**config.mk**
```make
export PLATFORM = sky130hd
export DESIGN_NAME = pipe_share_arbiter_flat
export DESIGN_NICKNAME = d
export VERILOG_FILES = /design/src/rtl/pipe_share_arbiter_if.sv /design/src/rtl/pipe_share_arbiter.sv /design/src/flat_wrapper.sv
export SDC_FILE = /design/constraint.sdc
export NUM_CORES = 1
export LEC_CHECK = 0
export CAP_MARGIN = 5
export CORE_ASPECT_RATIO = 2
export CORE_MARGIN = 4
export CORE_UTILIZATION = 37
export CTS_BUF_LIST = sky130_fd_sc_hd__clkbuf_16
export CTS_CLUSTER_DIAMETER = 30
export DETAILED_ROUTE_END_ITERATION = 8
export PLACE_DENSITY = 0.88
export SYNTH_ARGS = -nofsm -noshare
export SYNTH_HDL_FRONTEND = slang
export SYNTH_SLANG_ARGS = --single-unit
```
**constraint.sdc**
```tcl
create_clock -name clk -period 4.2 [get_ports clk]
set_input_delay 0.84 -clock clk [delete_from_list [all_inputs] [get_ports clk]]
set_output_delay 0.84 -clock clk [all_outputs]
set_load 0.01 [all_outputs]
```
**src/rtl/pipe_share_arbiter_if.sv**
```systemverilog
// +------------------------------------------------------------------+
// | pipe_share_arbiter_if : requester/unit bus of pipe_share_arbiter |
// | Rev 1.0                                                          |
// +------------------------------------------------------------------+
`default_nettype none

interface pipe_share_arbiter_if #(
  parameter int NUM_REQ      = 4,
  parameter int WIDTH        = 32,
  parameter int RESULT_WIDTH = 32
);
  logic [NUM_REQ-1:0]       req_valid;
  logic [NUM_REQ*WIDTH-1:0] req_data;
  logic [NUM_REQ-1:0]       req_ready;
  logic [WIDTH-1:0]         unit_in;
  logic                     unit_in_valid;
  logic [RESULT_WIDTH-1:0]  unit_out;
  logic [NUM_REQ-1:0]       resp_valid;
  logic [RESULT_WIDTH-1:0]  resp_data;
  logic                     busy;

  // master: requesters plus the shared unit; slave: the arbiter itself
  modport master (
    output req_valid, req_data, unit_out,
    input  req_ready, unit_in, unit_in_valid, resp_valid, resp_data, busy
  );

  modport slave (
    input  req_valid, req_data, unit_out,
    output req_ready, unit_in, unit_in_valid, resp_valid, resp_data, busy
  );
endinterface

`default_nettype wire

```
**src/rtl/pipe_share_arbiter.sv**
```systemverilog
// +------------------------------------------------------------------+
// | pipe_share_arbiter : round-robin share of one fixed-latency unit |
// | Option: PIPE_ARB_FIXED_PRIO_EN selects fixed lowest-index prio.  |
// | Rev 1.0                                                          |
// +------------------------------------------------------------------+
`default_nettype none

module pipe_share_arbiter #(
  parameter int NUM_REQ      = 4,
  parameter int WIDTH        = 32,
  parameter int RESULT_WIDTH = 32,
  parameter int LATENCY      = 2
) (
  input  logic                 clk,
  input  logic                 rst,
  pipe_share_arbiter_if.slave  bus
);

  localparam int IDX_W = $clog2(NUM_REQ);
  typedef logic [IDX_W-1:0] idx_t;

  idx_t               ptr_q;
  idx_t               ptr_d;
  logic [WIDTH-1:0]   unit_in_q;
  logic               unit_in_valid_q;
  idx_t               issue_idx_q;
  logic [LATENCY-1:0] tag_valid_q;
  idx_t               tag_idx_q [LATENCY];

  logic               gnt_vld;
  idx_t               gnt_idx;
  logic [IDX_W:0]     cand;

  // Search starts at ptr_q; in fixed-priority builds ptr_q never leaves 0.
  always_comb begin
    gnt_vld = 1'b0;
    gnt_idx = '0;
    cand    = '0;
    for (int k = 0; k < NUM_REQ; k++) begin
      cand = {1'b0, ptr_q} + (IDX_W+1)'(k);
      if (cand >= (IDX_W+1)'(NUM_REQ)) begin
        cand = cand - (IDX_W+1)'(NUM_REQ);
      end
      if (!gnt_vld && bus.req_valid[cand[IDX_W-1:0]]) begin
        gnt_vld = 1'b1;
        gnt_idx = cand[IDX_W-1:0];
      end
    end
    if (rst) begin
      gnt_vld = 1'b0;
    end
  end

  always_comb begin
`ifdef PIPE_ARB_FIXED_PRIO_EN
    ptr_d = '0;
`else
    if (gnt_idx == idx_t'(NUM_REQ-1)) begin
      ptr_d = '0;
    end else begin
      ptr_d = idx_t'(gnt_idx + 1'b1);
    end
`endif
  end

  always_comb begin
    bus.req_ready = '0;
    if (gnt_vld) begin
      bus.req_ready[gnt_idx] = 1'b1;
    end
  end

  always_ff @(posedge clk or posedge rst) begin
    if (rst) begin
      ptr_q           <= '0;
      unit_in_q       <= '0;
      unit_in_valid_q <= 1'b0;
      issue_idx_q     <= '0;
    end else begin
      unit_in_valid_q <= gnt_vld;
      if (gnt_vld) begin
        unit_in_q   <= bus.req_data[gnt_idx*WIDTH +: WIDTH];
        issue_idx_q <= gnt_idx;
        ptr_q       <= ptr_d;
      end
    end
  end

  // Stage 0 sits one cycle behind unit_in, so the last stage lines up with unit_out.
  always_ff @(posedge clk or posedge rst) begin
    if (rst) begin
      tag_valid_q <= '0;
      for (int s = 0; s < LATENCY; s++) begin
        tag_idx_q[s] <= '0;
      end
    end else begin
      for (int s = LATENCY-1; s > 0; s--) begin
        tag_valid_q[s] <= tag_valid_q[s-1];
        tag_idx_q[s]   <= tag_idx_q[s-1];
      end
      tag_valid_q[0] <= unit_in_valid_q;
      tag_idx_q[0]   <= issue_idx_q;
    end
  end

  for (genvar i = 0; i < NUM_REQ; i++) begin : g_resp
    assign bus.resp_valid[i] = tag_valid_q[LATENCY-1] &&
                               (tag_idx_q[LATENCY-1] == idx_t'(i));
  end

  assign bus.resp_data     = bus.unit_out;
  assign bus.unit_in       = unit_in_q;
  assign bus.unit_in_valid = unit_in_valid_q;
  assign bus.busy          = unit_in_valid_q | (|tag_valid_q);

endmodule

`default_nettype wire

```
**src/flat_wrapper.sv**
```systemverilog
// flat-port wrapper written by rule: the top's interface ports become plain ports
module pipe_share_arbiter_flat 
#(
  parameter int NUM_REQ      = 4,
  parameter int WIDTH        = 32,
  parameter int RESULT_WIDTH = 32,
  parameter int LATENCY      = 2
)
  (clk, rst, bus_req_valid, bus_req_data, bus_unit_out, bus_req_ready, bus_unit_in, bus_unit_in_valid, bus_resp_valid, bus_resp_data, bus_busy);
  pipe_share_arbiter_if #(.NUM_REQ(NUM_REQ), .WIDTH(WIDTH), .RESULT_WIDTH(RESULT_WIDTH)) bus_i ();
  input  logic clk;
  input  logic rst;
  input wire logic [$bits(bus_i.req_valid)-1:0] bus_req_valid;
  input wire logic [$bits(bus_i.req_data)-1:0] bus_req_data;
  input wire logic [$bits(bus_i.unit_out)-1:0] bus_unit_out;
  output wire logic [$bits(bus_i.req_ready)-1:0] bus_req_ready;
  output wire logic [$bits(bus_i.unit_in)-1:0] bus_unit_in;
  output wire logic [$bits(bus_i.unit_in_valid)-1:0] bus_unit_in_valid;
  output wire logic [$bits(bus_i.resp_valid)-1:0] bus_resp_valid;
  output wire logic [$bits(bus_i.resp_data)-1:0] bus_resp_data;
  output wire logic [$bits(bus_i.busy)-1:0] bus_busy;
  assign bus_i.req_valid = bus_req_valid;
  assign bus_i.req_data = bus_req_data;
  assign bus_i.unit_out = bus_unit_out;
  assign bus_req_ready = bus_i.req_ready;
  assign bus_unit_in = bus_i.unit_in;
  assign bus_unit_in_valid = bus_i.unit_in_valid;
  assign bus_resp_valid = bus_i.resp_valid;
  assign bus_resp_data = bus_i.resp_data;
  assign bus_busy = bus_i.busy;
  pipe_share_arbiter #(.NUM_REQ(NUM_REQ), .WIDTH(WIDTH), .RESULT_WIDTH(RESULT_WIDTH), .LATENCY(LATENCY)) u_core (.clk(clk), .rst(rst), .bus(bus_i));
endmodule
```
==> metrics.txt <==
Slew @ Worst Pin=1.03 ns; Design Power=approximately 2.0 mW; final layout net count=603; # resized after CTS=0; kind of capture point of the worst setup path=output port; Synth cell types=29; # H-tree levels=2; hold_buf cts=0; post-synthesis register bit count=43; number of antenna violations at the first check in global routing=0; Syn Area/Cell=10.1 µm²; Initial Util=38.4%; Min-Delay Path Class=reg -> reg; maximum number of pins on one net before global-route repair=102; data arrival at the endpoint of the critical path=between 2 and 3 ns; most used flip-flop cell after synthesis=dfrtp_1; PD cells=421 nW/µm²; CP max FO=34; total nets after synthesis=roughly 470; netlist area before placement=about 3000 µm²; clock tree from TritonCTS=done; required arrival time at the worst endpoint=3.36 ns; Vias/cell=5.41; Worst Clk Skew=approximately 0.0054 ns; via count of the routed design=between 2,000 and 3,000; maximum buffer depth of the clock tree=2; floorplan die area=9920 µm²; number of nets still failing antenna checks after routing=0; CTS buffer count=5; share of cells above drive strength 1=under 10%; crit path launch type=primary input; Layout Area Growth over Synthesis=53.5%; final core utilization=58.9%; wire length of the first global-routing pass=14.5 mm; proportion of synthesized flip-flops having asynchronous set or reset=100%; IO Count=240; # Max-Cap Violations=0; final hold violation count=0; estimated wirelength of the detail-placed design=7.60 mm; cell at the root of the clock tree=clkbuf_16; drt first pass iters=4; RSZ-0062 raised after global routing=false; number of design rule violations left after detail routing=0; Setup Buffers After CTS=0; height of the chip=between 100 and 150 µm; Num Clock Sinks=43; clock period minus worst slack=3.73 ns; remaining global-route overflow=0; Floorplan Core Area=8000 µm²; routability cong.=0.774; Total Routing Usage GR=19.0%; number of violations reported at the end of detailed-routing iteration 0=78; highest clock rate=between 200 and 300 MHz; slack of the critical path=0.468 ns; average detailed-routed wire length per instance=approximately 18 µm; number of standard cells after synthesis=about 310; via count of the first global-routing pass=around 3,100; Sum Neg Setup Slack=0 ns; peak ir drop on the vdd network=0.232 mV; static leakage power=2.14 nW; number of flops mapped to enable cells by yosys=0; placement-stage worst setup slack=between 0.4 and 0.5 ns; ANT cells=0; final clock period utilization by the worst path=88.9%; Worst Path Class, Setup=in -> out; max-slew violation count=0; CTS clock-pin slew for the worst setup and hold paths=0.06 ns; # fillers=about 690; quantity of I/O buffers inserted on ports=175; worst-case headroom to the max-slew limit=31.1%; post-detailed-routing wire length=9.75 mm; number of setup violations in the final report=0; outcome=complete, no violations; Site Rows=46; share of synthesized area occupied by flip-flops and latches=between 30% and 40%; die width=72.4 µm; clock latency on the worst-skew pair=between 0.2 and 0.3 ns; warnings from Yosys=0
[report_power, final]
group,switching [mW],internal [mW]
registers,0.0842,0.537
clock network,0.163,0.222
logic,0.434,0.544
total,0.681,1.30
[cells in the final DEF, fill, tap and decap left out, types with 2 or more instances in the layout]
| cell type | netlist | routed |
|---|---|---|
| nand2_1 | 10 | 10 |
| clkinvlp_4 | 0 | 2 |
| inv_2 | 3 | 4 |
| and3_1 | 2 | 2 |
| mux2i_1 | 65 | 65 |
| nor2_1 | 5 | 5 |
| clkbuf_16 | 0 | 5 |
| dfrtp_1 | 43 | 43 |
| a211o_1 | 32 | 32 |
| nor3_2 | 10 | 10 |
| buf_4 | 33 | 6 |
| nor3_1 | 54 | 54 |
| o21ai_0 | 5 | 5 |
| clkdlybuf4s50_1 | 0 | 175 |
| a21oi_1 | 4 | 4 |
| a21boi_1 | 2 | 2 |
[final timing paths]
kind | start | to | slack [ns] | depth (start not counted)
worst max-delay path | bus_req_valid[0] | bus_req_ready[2] | 0.47 | 7
worst min-delay path | u_core.tag_idx_q[2] | u_core.tag_idx_q[0] | 0.35 | 0
worst max register to register | u_core.ptr_q[1] | u_core.bus.unit_in[13] | 1.42 | 6
worst min register to register | u_core.tag_idx_q[2] | u_core.tag_idx_q[0] | 0.35 | 0
max in group asynchronous | rst | u_core.bus.unit_in[7] | 2.70 | 3
min in group asynchronous | rst | u_core.bus.unit_in[18] | 1.11 | 3
[kinds of logic after synthesis]
family / after synthesis / share of synthesized area, %
compound gates: 47 / 12.5
fa+ha+maj: 1 / 0.407
buf+inv: 62 / 15.2
flops: 43 / 35.0
mux: 65 / 21.2
simple gates: 87 / 15.7
[final cells by class]
class	instances	area [µm²]	area share [%]
clock inverter	3	23.8	0.504
sequential	43	1080	22.8
timing repair buffer	181	1800	38.1
tap	96	120	2.55
clock buffer	5	125	2.65
inverter	5	18.8	0.398
multi-input combinational	200	1560	33.0
[cell usage after synthesis (all sizes together), types with 2 or more instances]
cell    count  area share [%]
a211o      32             9.1
a21boi      2            0.49
a21oi       4            0.65
and3        2            0.41
buf        45              13
clkbuf     12             1.5
dfrtp      43              35
inv         5            0.61
mux2i      65              21
nand2      10             1.2
nor2        5            0.61
nor3       64              12
o21ai       5            0.81
[metal layers]
metal	track usage, %	part of all wire (%)
met1	17.0	31
met2	36.6	57
met3	3.16	6.4
met4	13.3	6.2
met5	0	0
[worst max-delay path: stages]
cell and delay [ns]:
clkdlybuf4s50_1 0.57, a21oi_1 0.11, o21a_1 0.22, o22ai_4 0.17
buf_4 0.40, nor2_1 0.09, clkdlybuf4s50_1 0.50
[through the flow]
step,cells,hold slack (ns),area [µm²]
after detailed placement,525,0.341,4570
after global placement,525,0.334,4570
final,533,0.350,4720
after global routing,533,0.361,4720
after CTS,533,0.356,4720
after floorplan,305,0.331,3070
[sequential cells by signal (all words and copies together) (netlist names)]
name / cells
u_core.ptr_q: 2
u_core.tag_idx_q: 4
u_core.bus.unit_in: 32
u_core.bus.unit_in_valid: 1
u_core.tag_valid_q: 2
u_core.issue_idx_q: 2
No activity file was read; power rests on OpenSTA's default activity.
